==> config.mk <==
export PLATFORM = sky130hd
export DESIGN_NAME = game_tick_gen_flat
export DESIGN_NICKNAME = d
export VERILOG_FILES = /design/src/rtl/game_tick_gen_if.sv /design/src/rtl/game_tick_gen.sv /design/src/flat_wrapper.sv
export SDC_FILE = /design/constraint.sdc
export NUM_CORES = 1
export LEC_CHECK = 0
export ABC_AREA = 1
export CORE_AREA = 2 2 68 70
export DETAILED_ROUTE_END_ITERATION = 10
export DIE_AREA = 0 0 70 72
export PLACE_DENSITY = 0.78
export SLEW_MARGIN = 20
export SYNTH_ARGS = -nofsm -noshare
export SYNTH_HDL_FRONTEND = slang
export SYNTH_SLANG_ARGS = --single-unit
==> constraint.sdc <==
create_clock -name clk -period 2.1 [get_ports clk]
set_clock_uncertainty 0.2 [all_clocks]
set_input_delay 0.315 -clock clk [delete_from_list [all_inputs] [get_ports clk]]
set_output_delay 0.315 -clock clk [all_outputs]
set_load 0.02 [all_outputs]
==> src/rtl/game_tick_gen_if.sv <==
// Control and tick bundle for the game tick generator.
// master: the game controller driving the generator; slave: the generator.
interface game_tick_gen_if #(
    parameter int CNT_W   = 11,
    parameter int NUM_CH  = 3,
    parameter int LEVEL_W = 3
);
    logic               pause;
    logic               period_load;
    logic [CNT_W-1:0]   period_in;
    logic               level_up;
    logic               level_clr;
    logic [NUM_CH-1:0]  tick;
    logic [LEVEL_W-1:0] level;
    logic               level_max;

    modport master (
        output pause, period_load, period_in, level_up, level_clr,
        input  tick, level, level_max
    );

    modport slave (
        input  pause, period_load, period_in, level_up, level_clr,
        output tick, level, level_max
    );
endinterface

==> src/rtl/game_tick_gen.sv <==
// Programmable multi-channel game-rate tick generator.
// One base down-counter reloads to eff = max(R >> level, MIN_RELOAD) and fires a
// base event every eff+1 cycles; a free-running prescaler divides that event into
// binary-ratio channels (ch k fires on every 2**k-th base event).
module game_tick_gen #(
    parameter int CNT_W      = 11,
    parameter int NUM_CH     = 3,
    parameter int LEVEL_W    = 3,
    parameter int DEF_RELOAD = 2**CNT_W - 1,
    parameter int MIN_RELOAD = 63
) (
    input  logic           clk,
    input  logic           reset,
    game_tick_gen_if.slave bus
);
    localparam int               PRE_W = (NUM_CH > 1) ? NUM_CH - 1 : 1;
    localparam logic [CNT_W-1:0] MIN_R = CNT_W'(MIN_RELOAD);
    localparam logic [CNT_W-1:0] DEF_R = CNT_W'(DEF_RELOAD);

    logic [CNT_W-1:0]   reload;
    logic [CNT_W-1:0]   cnt;
    logic [LEVEL_W-1:0] level;
    logic [NUM_CH-1:0]  tick;
    logic [NUM_CH-1:0]  tick_nxt;
    logic [CNT_W-1:0]   eff;
    logic [CNT_W-1:0]   load_r;
    logic [CNT_W-1:0]   load_eff;
    logic               base_evt;

    function automatic logic [CNT_W-1:0] clamp_eff(input logic [CNT_W-1:0] rv,
                                                   input logic [LEVEL_W-1:0] lv);
        logic [CNT_W-1:0] sh;
        sh = rv >> lv;
        return (sh < MIN_R) ? MIN_R : sh;
    endfunction

    // Effective interval for the current R and for a reload value being latched.
    // A load uses the level held before this edge, even if the level also changes.
    always_comb begin
        eff      = clamp_eff(reload, level);
        load_r   = (bus.period_in < MIN_R) ? MIN_R : bus.period_in;
        load_eff = clamp_eff(load_r, level);
        base_evt = !bus.period_load && !bus.pause && (cnt == '0);
    end

    // Base interval counter and reload register: load > pause > count.
    always_ff @(posedge clk) begin
        if (reset) begin
            reload <= DEF_R;
            cnt    <= '0;
        end else if (bus.period_load) begin
            reload <= load_r;
            cnt    <= load_eff;
        end else if (!bus.pause) begin
            if (cnt != '0) cnt <= cnt - 1'b1;
            else           cnt <= eff;
        end
    end

    // Prescaler and per-channel tick decode; absent for a single channel.
    generate
        if (NUM_CH > 1) begin : g_pre
            logic [PRE_W-1:0]  pre;
            logic [NUM_CH-2:0] tick_hi;

            // Prescaler advances once per base event and restarts on a load.
            always_ff @(posedge clk) begin
                if (reset)                pre <= '0;
                else if (bus.period_load) pre <= '0;
                else if (base_evt)        pre <= pre + 1'b1;
            end

            // Channel k fires when the low k prescaler bits are all zero.
            always_comb begin
                tick_hi = '0;
                for (int k = 1; k < NUM_CH; k++)
                    tick_hi[k-1] = base_evt && ((pre & PRE_W'((1 << k) - 1)) == '0);
            end

            assign tick_nxt = {tick_hi, base_evt};
        end else begin : g_nopre
            assign tick_nxt = base_evt;
        end
    endgenerate

    // Registered one-cycle tick pulses.
    always_ff @(posedge clk) begin
        if (reset) tick <= '0;
        else       tick <= tick_nxt;
    end

    // Difficulty level: clear wins over up, up saturates at the top level.
    always_ff @(posedge clk) begin
        if (reset)                               level <= '0;
        else if (bus.level_clr)                  level <= '0;
        else if (bus.level_up && (level != '1))  level <= level + 1'b1;
    end

    assign bus.tick      = tick;
    assign bus.level     = level;
    assign bus.level_max = (level == '1);
endmodule

==> src/flat_wrapper.sv <==
// flat-port wrapper written by rule: the top's interface ports become plain ports
module game_tick_gen_flat 
#(
    parameter int CNT_W      = 11,
    parameter int NUM_CH     = 3,
    parameter int LEVEL_W    = 3,
    parameter int DEF_RELOAD = 2**CNT_W - 1,
    parameter int MIN_RELOAD = 63
)
  (clk, reset, bus_pause, bus_period_load, bus_period_in, bus_level_up, bus_level_clr, bus_tick, bus_level, bus_level_max);
  game_tick_gen_if #(.CNT_W(CNT_W), .NUM_CH(NUM_CH), .LEVEL_W(LEVEL_W)) bus_i ();
  input  logic clk;
  input  logic reset;
  input wire logic [$bits(bus_i.pause)-1:0] bus_pause;
  input wire logic [$bits(bus_i.period_load)-1:0] bus_period_load;
  input wire logic [$bits(bus_i.period_in)-1:0] bus_period_in;
  input wire logic [$bits(bus_i.level_up)-1:0] bus_level_up;
  input wire logic [$bits(bus_i.level_clr)-1:0] bus_level_clr;
  output wire logic [$bits(bus_i.tick)-1:0] bus_tick;
  output wire logic [$bits(bus_i.level)-1:0] bus_level;
  output wire logic [$bits(bus_i.level_max)-1:0] bus_level_max;
  assign bus_i.pause = bus_pause;
  assign bus_i.period_load = bus_period_load;
  assign bus_i.period_in = bus_period_in;
  assign bus_i.level_up = bus_level_up;
  assign bus_i.level_clr = bus_level_clr;
  assign bus_tick = bus_i.tick;
  assign bus_level = bus_i.level;
  assign bus_level_max = bus_i.level_max;
  game_tick_gen #(.CNT_W(CNT_W), .NUM_CH(NUM_CH), .LEVEL_W(LEVEL_W), .DEF_RELOAD(DEF_RELOAD), .MIN_RELOAD(MIN_RELOAD)) u_core (.clk(clk), .reset(reset), .bus(bus_i));
endmodule
* After elaboration in Yosys (flattened, before gate mapping) *
Cells that the tools add are included.

cells by class
  shift-type cells = 2
  order comparisons = 3
  reduce and logical (&&, ||, !) cells = 13
  mux-type cells = 6
  multiply operators = 0
  $add $sub $neg = 3
  equality and inequality tests = 3
  bitwise gates (word level) = 0
  divide/modulo/power cells = 0

operators with widths
  kind                   count
  $mux 11                6
  $lt 11x6->1 const B    3
  $shr 11x3->11          2
  $logic_not 11->1       1
  $reduce_bool 11->1     1
  $sub 11x1->11 const B  1
  $logic_and 1x1->1      5
  $logic_not 2->1        2
  $reduce_or 2->1        2
  $add 3x1->3 const B    1
  $eq 3x3->1 const B     1
  $ne 3x3->1 const B     1
  $add 2x1->2 const B    1
  $logic_not 1->1        2
  $ne 2x1->1 const B     1

storage, ports and cells
  latch bits = 0
  memories = 0
  bits in read-only memories = 0
  flip-flop bits (word level) = 30
  logic and storage cells = 35
  bits of input ports = 17
  RAM bits = 0

* Longest topological paths before layout *
Gate-level depths: netlist (run 1).

  word-level depth = 6
  mapped depth = 15

* Worst setup path before layout (run 1) *
Ideal clock, no wire load.

  path type = register to register
  start = register u_core.level[0] (netlist: u_core.bus.level[0])
  end = register u_core.cnt[3]
  arrival time = 1.544 ns
  required time = 1.768 ns
  path buffers = 1
  library setup time = 0.132 ns
  stages on the path, launching flop included = 13
  path slack = 0.224 ns
  cells stage by stage = dfxtp_1 > buf_6 > o21ai_0 > nand2_1 > nand2_1 > o21ai_0 > nand2_1 > nor2_1 > nand3_1 > nand2_1 > nand2_1 > nand2_1 > a21oi_1

between the ends
  word-level cells in the longest chain between the ends = 6
  elaborated cells on any way between the ends = 9

ends and longest elaborated chain
  element                   RTL line             RTL
  start: declaration        game_tick_gen.sv:22  logic [LEVEL_W-1:0] level;
  start signal: assignment  game_tick_gen.sv:96  else if (bus.level_up && (level != '1)) level <= level + 1'b1;
  $shr 11x3->11             game_tick_gen.sv:33  sh = rv >> lv;
  $lt 11x6->1               game_tick_gen.sv:34  return (sh < MIN_R) ? MIN_R : sh;
  $mux 11                   game_tick_gen.sv:34
  $mux 11                   game_tick_gen.sv:55  if (cnt != '0) cnt <= cnt - 1'b1;
  $mux 11                   game_tick_gen.sv:54  end else if (!bus.pause) begin
  $mux 11 *                 game_tick_gen.sv:51  end else if (bus.period_load) begin
  end signal: assignment    game_tick_gen.sv:53  cnt <= load_eff;
  end signal: assignment    game_tick_gen.sv:55
  end: declaration          game_tick_gen.sv:21  logic [CNT_W-1:0] cnt;

Mark *: on every way between the ends. The rest lies on a longest branch, timed or not. The select of a mux whose other input is x is not followed.
A chain may end at the register's enable or synchronous reset.

* Final worst setup path (run 1) *
  start = register u_core.level[0] (netlist: u_core.bus.level[0])
  end = register u_core.cnt[0]

The elaborated chain is that of the path after synthesis.

==> results of run 1 <==
power breakdown:
part           total, µW  switching (µW)  internal [µW]  leakage (µW)
logic                603             339            264       0.00127
clock network        493             229            264     0.0000482
registers            649            39.3            610      0.000248
what timing repair did:
item                                    in CTS  in global routing
endpoints found under the setup margin       1                 11
cloned                                       0                  1
pin swaps                                    0                  8
resized for setup                            2                 30
setup buffers                                0                  1
through the flow:
step	TNS [ns]	power (µW)	hold slack, ns	cells
CTS	0	1728	0.2720	518
global placement	-0.8910	1222	0.2479	510
detailed placement	-1.150	1233	0.2635	510
floorplan	0	1027	0.2329	405
global route	0	1845	0.2895	520
finish	0	1744	0.2698	520
synthesized netlist by cell type, types with 2 or more instances:
master	number	area [µm²]
buf_6	3	33.78
a31oi_1	2	12.51
xnor2_1	3	26.28
buf_2	7	35.03
or2_1	3	18.77
nand2_1	128	480.5
o211ai_1	7	52.55
xor2_1	2	17.52
nand4_1	2	12.51
o21ai_2	5	43.79
nor2_2	4	25.02
dfxtp_1	30	600.6
a21oi_1	14	70.07
nor2_1	39	146.4
o21ai_0	23	115.1
ha_1	4	50.05
o21ai_1	9	45.04
inv_1	54	202.7
clkinv_1	2	7.510
nand3_1	40	200.2
a22oi_1	5	37.54
clkbuf_1	2	7.510
sequential cells by signal (all words and copies together) (netlist names):
name              count
u_core.reload        11
u_core.cnt           11
u_core.bus.tick       3
u_core.bus.level      3
u_core.g_pre.pre      2
worst max-delay path: cells and delay by family (launching register included):
kind,cells,cell delay [ns]
and+or+nand+nor,9,0.74
AOI/OAI and AO/OA,3,0.45
DFF,1,0.37
buffers and inverters,1,0.16
path summary, 6_finish.rpt:
| check | startpoint | end | slack (ns) | depth (start not counted) |
|---|---|---|---|---|
| max reg2reg | u_core.bus.level[0] | u_core.cnt[0] | 0.08 | 13 |
| max | u_core.bus.level[0] | u_core.cnt[0] | 0.08 | 13 |
| min reg2reg | u_core.g_pre.pre[1] | u_core.g_pre.pre[1] | 0.27 | 2 |
| min | u_core.g_pre.pre[1] | u_core.g_pre.pre[1] | 0.27 | 2 |
area by class of cell:
class	count	area (µm²)
multi-input combinational	304	1508
fill	361	1171
sequential	30	605.6
timing repair buffer	68	598.1
inverter	57	217.7
clock buffer	7	86.33
tap	52	65.06
timing repair inverter	1	7.507
clock inverter	1	5.005
metal layers:
| metal | track usage (%) | wire length [µm] | up-vias |
|---|---|---|---|
| met5 | 0 | 0 | - |
| met4 | 13.25 | 223 | 0 |
| met3 | 5.417 | 386 | 22 |
| met2 | 48.15 | 3401 | 82 |
| met1 | 34.63 | 2912 | 1266 |
| li1 | - | - | 1424 |
logic make-up after synthesis:
| logic type | count (synthesis) | share of synthesized area [%] |
|---|---|---|
| simple gates | 224 | 40.01 |
| flops | 30 | 25.37 |
| fa+ha+maj | 4 | 2.114 |
| xor+xnor | 5 | 1.850 |
| compound gates | 71 | 17.92 |
| buf+inv | 71 | 12.74 |
placed cells by master (no fill, tap or decap), types with 3 or more instances in the layout:
cell             count
inv_2                5
o21ai_1              9
or2_1                3
a21oi_1             14
dlymetal6s2s_1       6
inv_1               49
nand2_1            126
nor2_1              33
o21ai_2              7
a22oi_1              5
nand3_1             37
o211ai_1             7
nand3_2              4
buf_4               43
nor2_2              10
xnor2_1              3
clkdlybuf4s50_1     16
o21ai_0             21
clkbuf_8             6
dfxtp_1             28
ha_1                 4
==> flow_summary.json, run 1 <==
{
  "worstSetupEndpointType": "register",
  "ys_async_sr_fraction_pct": 0,
  "synthCells": 405,
  "ys_ff_latch": 30,
  "crit_chain": "buf_12, nand2_1, o21ai_0, nand2_1, nand2_1, o21ai_0, nand2_1, nor2_1, nand3_1, nand2_1, nand2_1, nand2_1, a21oi_1",
  "antenna_cells": 0,
  "clk_pin_slew_ns": 0.07,
  "cts_tree": "done",
  "area_growth_pct": 30.66,
  "critPathMaxFanout": 23,
  "yosysSeqAreaShare_pct": 25.37,
  "cpMaxStageDelayCell": "dfxtp_4",
  "placeableCoreArea_um2": 4264,
  "maxSlewViolCount": 0,
  "post-route-util_pct": 72.54,
  "synth_area_um2": 2367,
  "rsz0062_at_grt": "false",
  "ant_nets": 0,
  "cp_data_required_time_ns": 2.07,
  "hold_viol_final": 0,
  "crit_top_cell": "nand2_1",
  "status": "finished clean",
  "via_per_inst": 5.373,
  "drtPass1Iterations": 4,
  "worst_slack_ns": 0.07671,
  "root_buffer": "clkbuf_8",
  "fmax_mhz": 494.2,
  "synth_edf_count": 0,
  "drive_gt1_share_pct": 18.59,
  "cp-start-kind": "register",
  "maxCapViolations": 0,
  "numCtsBuffers": 5,
  "gp_congestion": 0.9282,
  "peakVddDrop_v": 0.0003262,
  "fp.dieW_um": 70,
  "dp_hpwl_um": 5287,
  "syn-num-nets": 426,
  "power.density_nw_per_um2": 564.0,
  "h-tree-depth": 2,
  "relSlewSlack_pct": 70.31,
  "route.vias.total": 2794,
  "grt_antenna_before_repair": 0,
  "synthFlopType": "dfxtp_1",
  "clkLatencyLatePin_ns": 0.28,
  "io_buffers": 23,
  "grt.total_usage_pct": 28.23,
  "nets": 488,
  "critical_path_class": "reg2reg",
  "dieArea_um2": 5040,
  "worstPathArrival_ns": 2.00,
  "drt-initial-drc-count": 212,
  "syn_avg_cell_area_um2": 5.845,
  "p_leak_uw": 0.001571,
  "dp_slack_ns": -0.2797,
  "initial_core_util_pct": 55.52,
  "worstMarginPinSlew_ns": 0.4406,
  "rows": 24,
  "grt_pass1_vias": 2545,
  "place_area_um2": 2918,
  "grt_start_max_net_pins": 24,
  "min_path_type": "reg2reg",
  "die_h_um": 72,
  "finalCritPeriodShare_pct": 96.35,
  "setup_viol": 0,
  "hold_buffers": 0,
  "critPathMaxStageDelay_ns": 0.37,
  "cts_buffer_depth": 2,
  "synth.distinct_cells": 39,
  "clock_sinks": 30,
  "finalInstanceArea_um2": 3093,
  "wl_per_cell_um": 13.31,
  "grt_pass1_wl_um": 11350,
  "finalCriticalPeriod_ns": 2.023,
  "drc": 0,
  "grt.overflow.total": 0,
  "yosys_warnings": 0,
  "wirelength_um": 6923,
  "ios": 24
}
No activity file was read; power rests on OpenSTA's default activity.
==> run 2, diff against run 1 <==
--- a/config.mk
+++ b/config.mk
@@ -6,10 +6,11 @@
 export NUM_CORES = 1
 export LEC_CHECK = 0
 export ABC_AREA = 1
-export CORE_AREA = 2 2 68 70
+export CORE_AREA = 2 2 72 74
 export DETAILED_ROUTE_END_ITERATION = 10
-export DIE_AREA = 0 0 70 72
-export PLACE_DENSITY = 0.78
+export DIE_AREA = 0 0 74 76
+export MAX_ROUTING_LAYER = met4
+export PLACE_DENSITY = 0.7
 export SLEW_MARGIN = 20
 export SYNTH_ARGS = -nofsm -noshare
 export SYNTH_HDL_FRONTEND = slang
==> flow_summary.json, run 2 (synthesis gave the netlist of run 1 again) <==
{
  "cp-start-kind": "primary input",
  "grt_pass1_vias": 2444,
  "h-tree-depth": 2,
  "critPathMaxFanout": 5,
  "multi_input_area_um2": 1491,
  "grt_antenna_before_repair": 0,
  "worstPathArrival_ns": 1.97,
  "fmax_mhz": 504.0,
  "ios": 24,
  "grt_start_max_net_pins": 21,
  "root_buffer": "clkbuf_8",
  "rsz0062_at_grt": "true",
  "regArea_um2": 605.6,
  "wl_per_cell_um": 12.69,
  "hold_buffers": 0,
  "area_growth_pct": 31.82,
  "wirelength_um": 6864,
  "dp_slack_ns": -0.3495,
  "route.vias.total": 2724,
  "min_path_type": "reg2reg",
  "worstMarginPinSlew_ns": 0.2921,
  "p_leak_uw": 0.001551,
  "rows": 26,
  "relSlewSlack_pct": 80.47,
  "nets": 491,
  "worstSetupEndpointType": "register",
  "antenna_cells": 0,
  "dieArea_um2": 5624,
  "cp-startpoint": "bus_period_in[9]",
  "r2r_start": "u_core.cnt[0]",
  "via_per_inst": 5.035,
  "drtPass1Iterations": 4,
  "rrSetupSlack_ns": 0.14,
  "grt.overflow.total": 0,
  "drive_gt1_share_pct": 18.26,
  "grt_pass1_wl_um": 11230,
  "power.density_nw_per_um2": 559.7,
  "setup_tns_ns": 0,
  "worst_slack_ns": 0.1159,
  "initial_core_util_pct": 48.19,
  "dp_hpwl_um": 5406,
  "status": "finished clean",
  "maxCapViolations": 0,
  "io_buffers": 23,
  "finalCriticalPeriod_ns": 1.984,
  "clock_sinks": 30,
  "drc": 0,
  "drt-initial-drc-count": 284,
  "cts_buffer_depth": 2,
  "die_h_um": 76,
  "hold_viol_final": 0,
  "cp_data_required_time_ns": 2.09,
  "numCtsBuffers": 5,
  "maxSlewViolCount": 0,
  "crit_path_end": "u_core.cnt[1]",
  "gp_congestion": 0.9405,
  "clkLatencyLatePin_ns": 0.28,
  "n_fill_cell": 478,
  "final_cell_mix": "127 x nand2_1, 50 x inv_1, 46 x buf_4",
  "setup_viol": 0,
  "layout_commonest_cell": "nand2_1",
  "critical_path_class": "in2reg",
  "grt.total_usage_pct": 26.02,
  "cts_tree": "done",
  "finalCritPeriodShare_pct": 94.48,
  "peakVddDrop_v": 0.0002333,
  "largest_registers": "u_core.cnt (11), u_core.reload (11)",
  "placeableCoreArea_um2": 4912,
  "fp.dieW_um": 74,
  "clk_pin_slew_ns": 0.07,
  "r2r_end": "u_core.cnt[8]",
  "ant_nets": 0,
  "reg2regPathDepth": 11
}
## run 2: per-layer routing
layer	vias to the layer above	track usage, %	routed length [µm]
li1	1429	-	-
met3	12	5.159	253
met4	0	6.909	107
met2	60	40.63	3311
met1	1223	34.15	3192
met5	-	-	0
## run 2: power by group
group	switching, µW	internal, µW
Clock	230	264
Sequential	38.9	610
Combinational	335	269
Total	603	1140
## run 2: worst min path at each step
stage,cells after the start,slack (ns),to,startpoint
2_1_floorplan,2,0.23,u_core.g_pre.pre[1],u_core.g_pre.pre[1]
3_3_place_gp,2,0.24,u_core.g_pre.pre[1],u_core.g_pre.pre[1]
3_5_place_dp,2,0.26,u_core.g_pre.pre[1],u_core.g_pre.pre[1]
4_1_cts,2,0.27,u_core.g_pre.pre[1],u_core.g_pre.pre[1]
5_1_grt,2,0.29,u_core.g_pre.pre[1],u_core.g_pre.pre[1]
6_report,2,0.26,u_core.g_pre.pre[1],u_core.g_pre.pre[1]
## run 2: worst max-delay path: stages
cell and delay (ns):
clkdlybuf4s50_1 0.46, inv_1 0.11, nand2_1 0.08, nor2_2 0.15, nand2_2 0.10, nand3_1 0.10
nand3_1 0.08, nand3_1 0.11, nand2_1 0.08, nor2_1 0.10, nand3_1 0.07, nand2_1 0.08
nand2_1 0.05, nand2_1 0.05, nand2_1 0.04
## run 2: cell type report
type | instances | share of cell area (%)
multi-input cells | 304 | 47.79
repair buffers | 71 | 19.65
flip-flops and latches | 30 | 19.41
inverters | 57 | 7.177
well taps | 70 | 2.807
clock buffers | 7 | 2.767
repair inverters | 1 | 0.2406
clock inverters | 1 | 0.1604
## run 2: metrics by stage
step	instances	utilization (%)	hold slack, ns	area (µm²)	power [µW]
2_1_floorplan	405	-	0.2329	2367	1027
3_3_place_gp	529	60.01	0.2438	2948	1237
3_5_place_dp	529	60.01	0.2571	2948	1243
4_1_cts	537	61.87	0.2662	3039	1727
5_1_grt	541	63.53	0.2882	3120	1861
6_report	541	63.53	0.2606	3120	1747
## run 2: repair_timing
| item | CTS | global route |
|---|---|---|
| setup buffers | 0 | 3 |
| pin swaps | 0 | 5 |
| resized for setup | 3 | 25 |
| endpoints found under the hold margin | 0 | 0 |
| endpoints found under the setup margin | 3 | 9 |
| gates cloned | 0 | 1 |
==> run 3, diff against run 2 <==
--- a/config.mk
+++ b/config.mk
@@ -7,6 +7,7 @@
 export LEC_CHECK = 0
 export ABC_AREA = 1
 export CORE_AREA = 2 2 72 74
+export CTS_CLUSTER_DIAMETER = 50
 export DETAILED_ROUTE_END_ITERATION = 10
 export DIE_AREA = 0 0 74 76
 export MAX_ROUTING_LAYER = met4
==> results of run 3 <==
The final DEF is identical to that of run 2; final timing and power are the same.
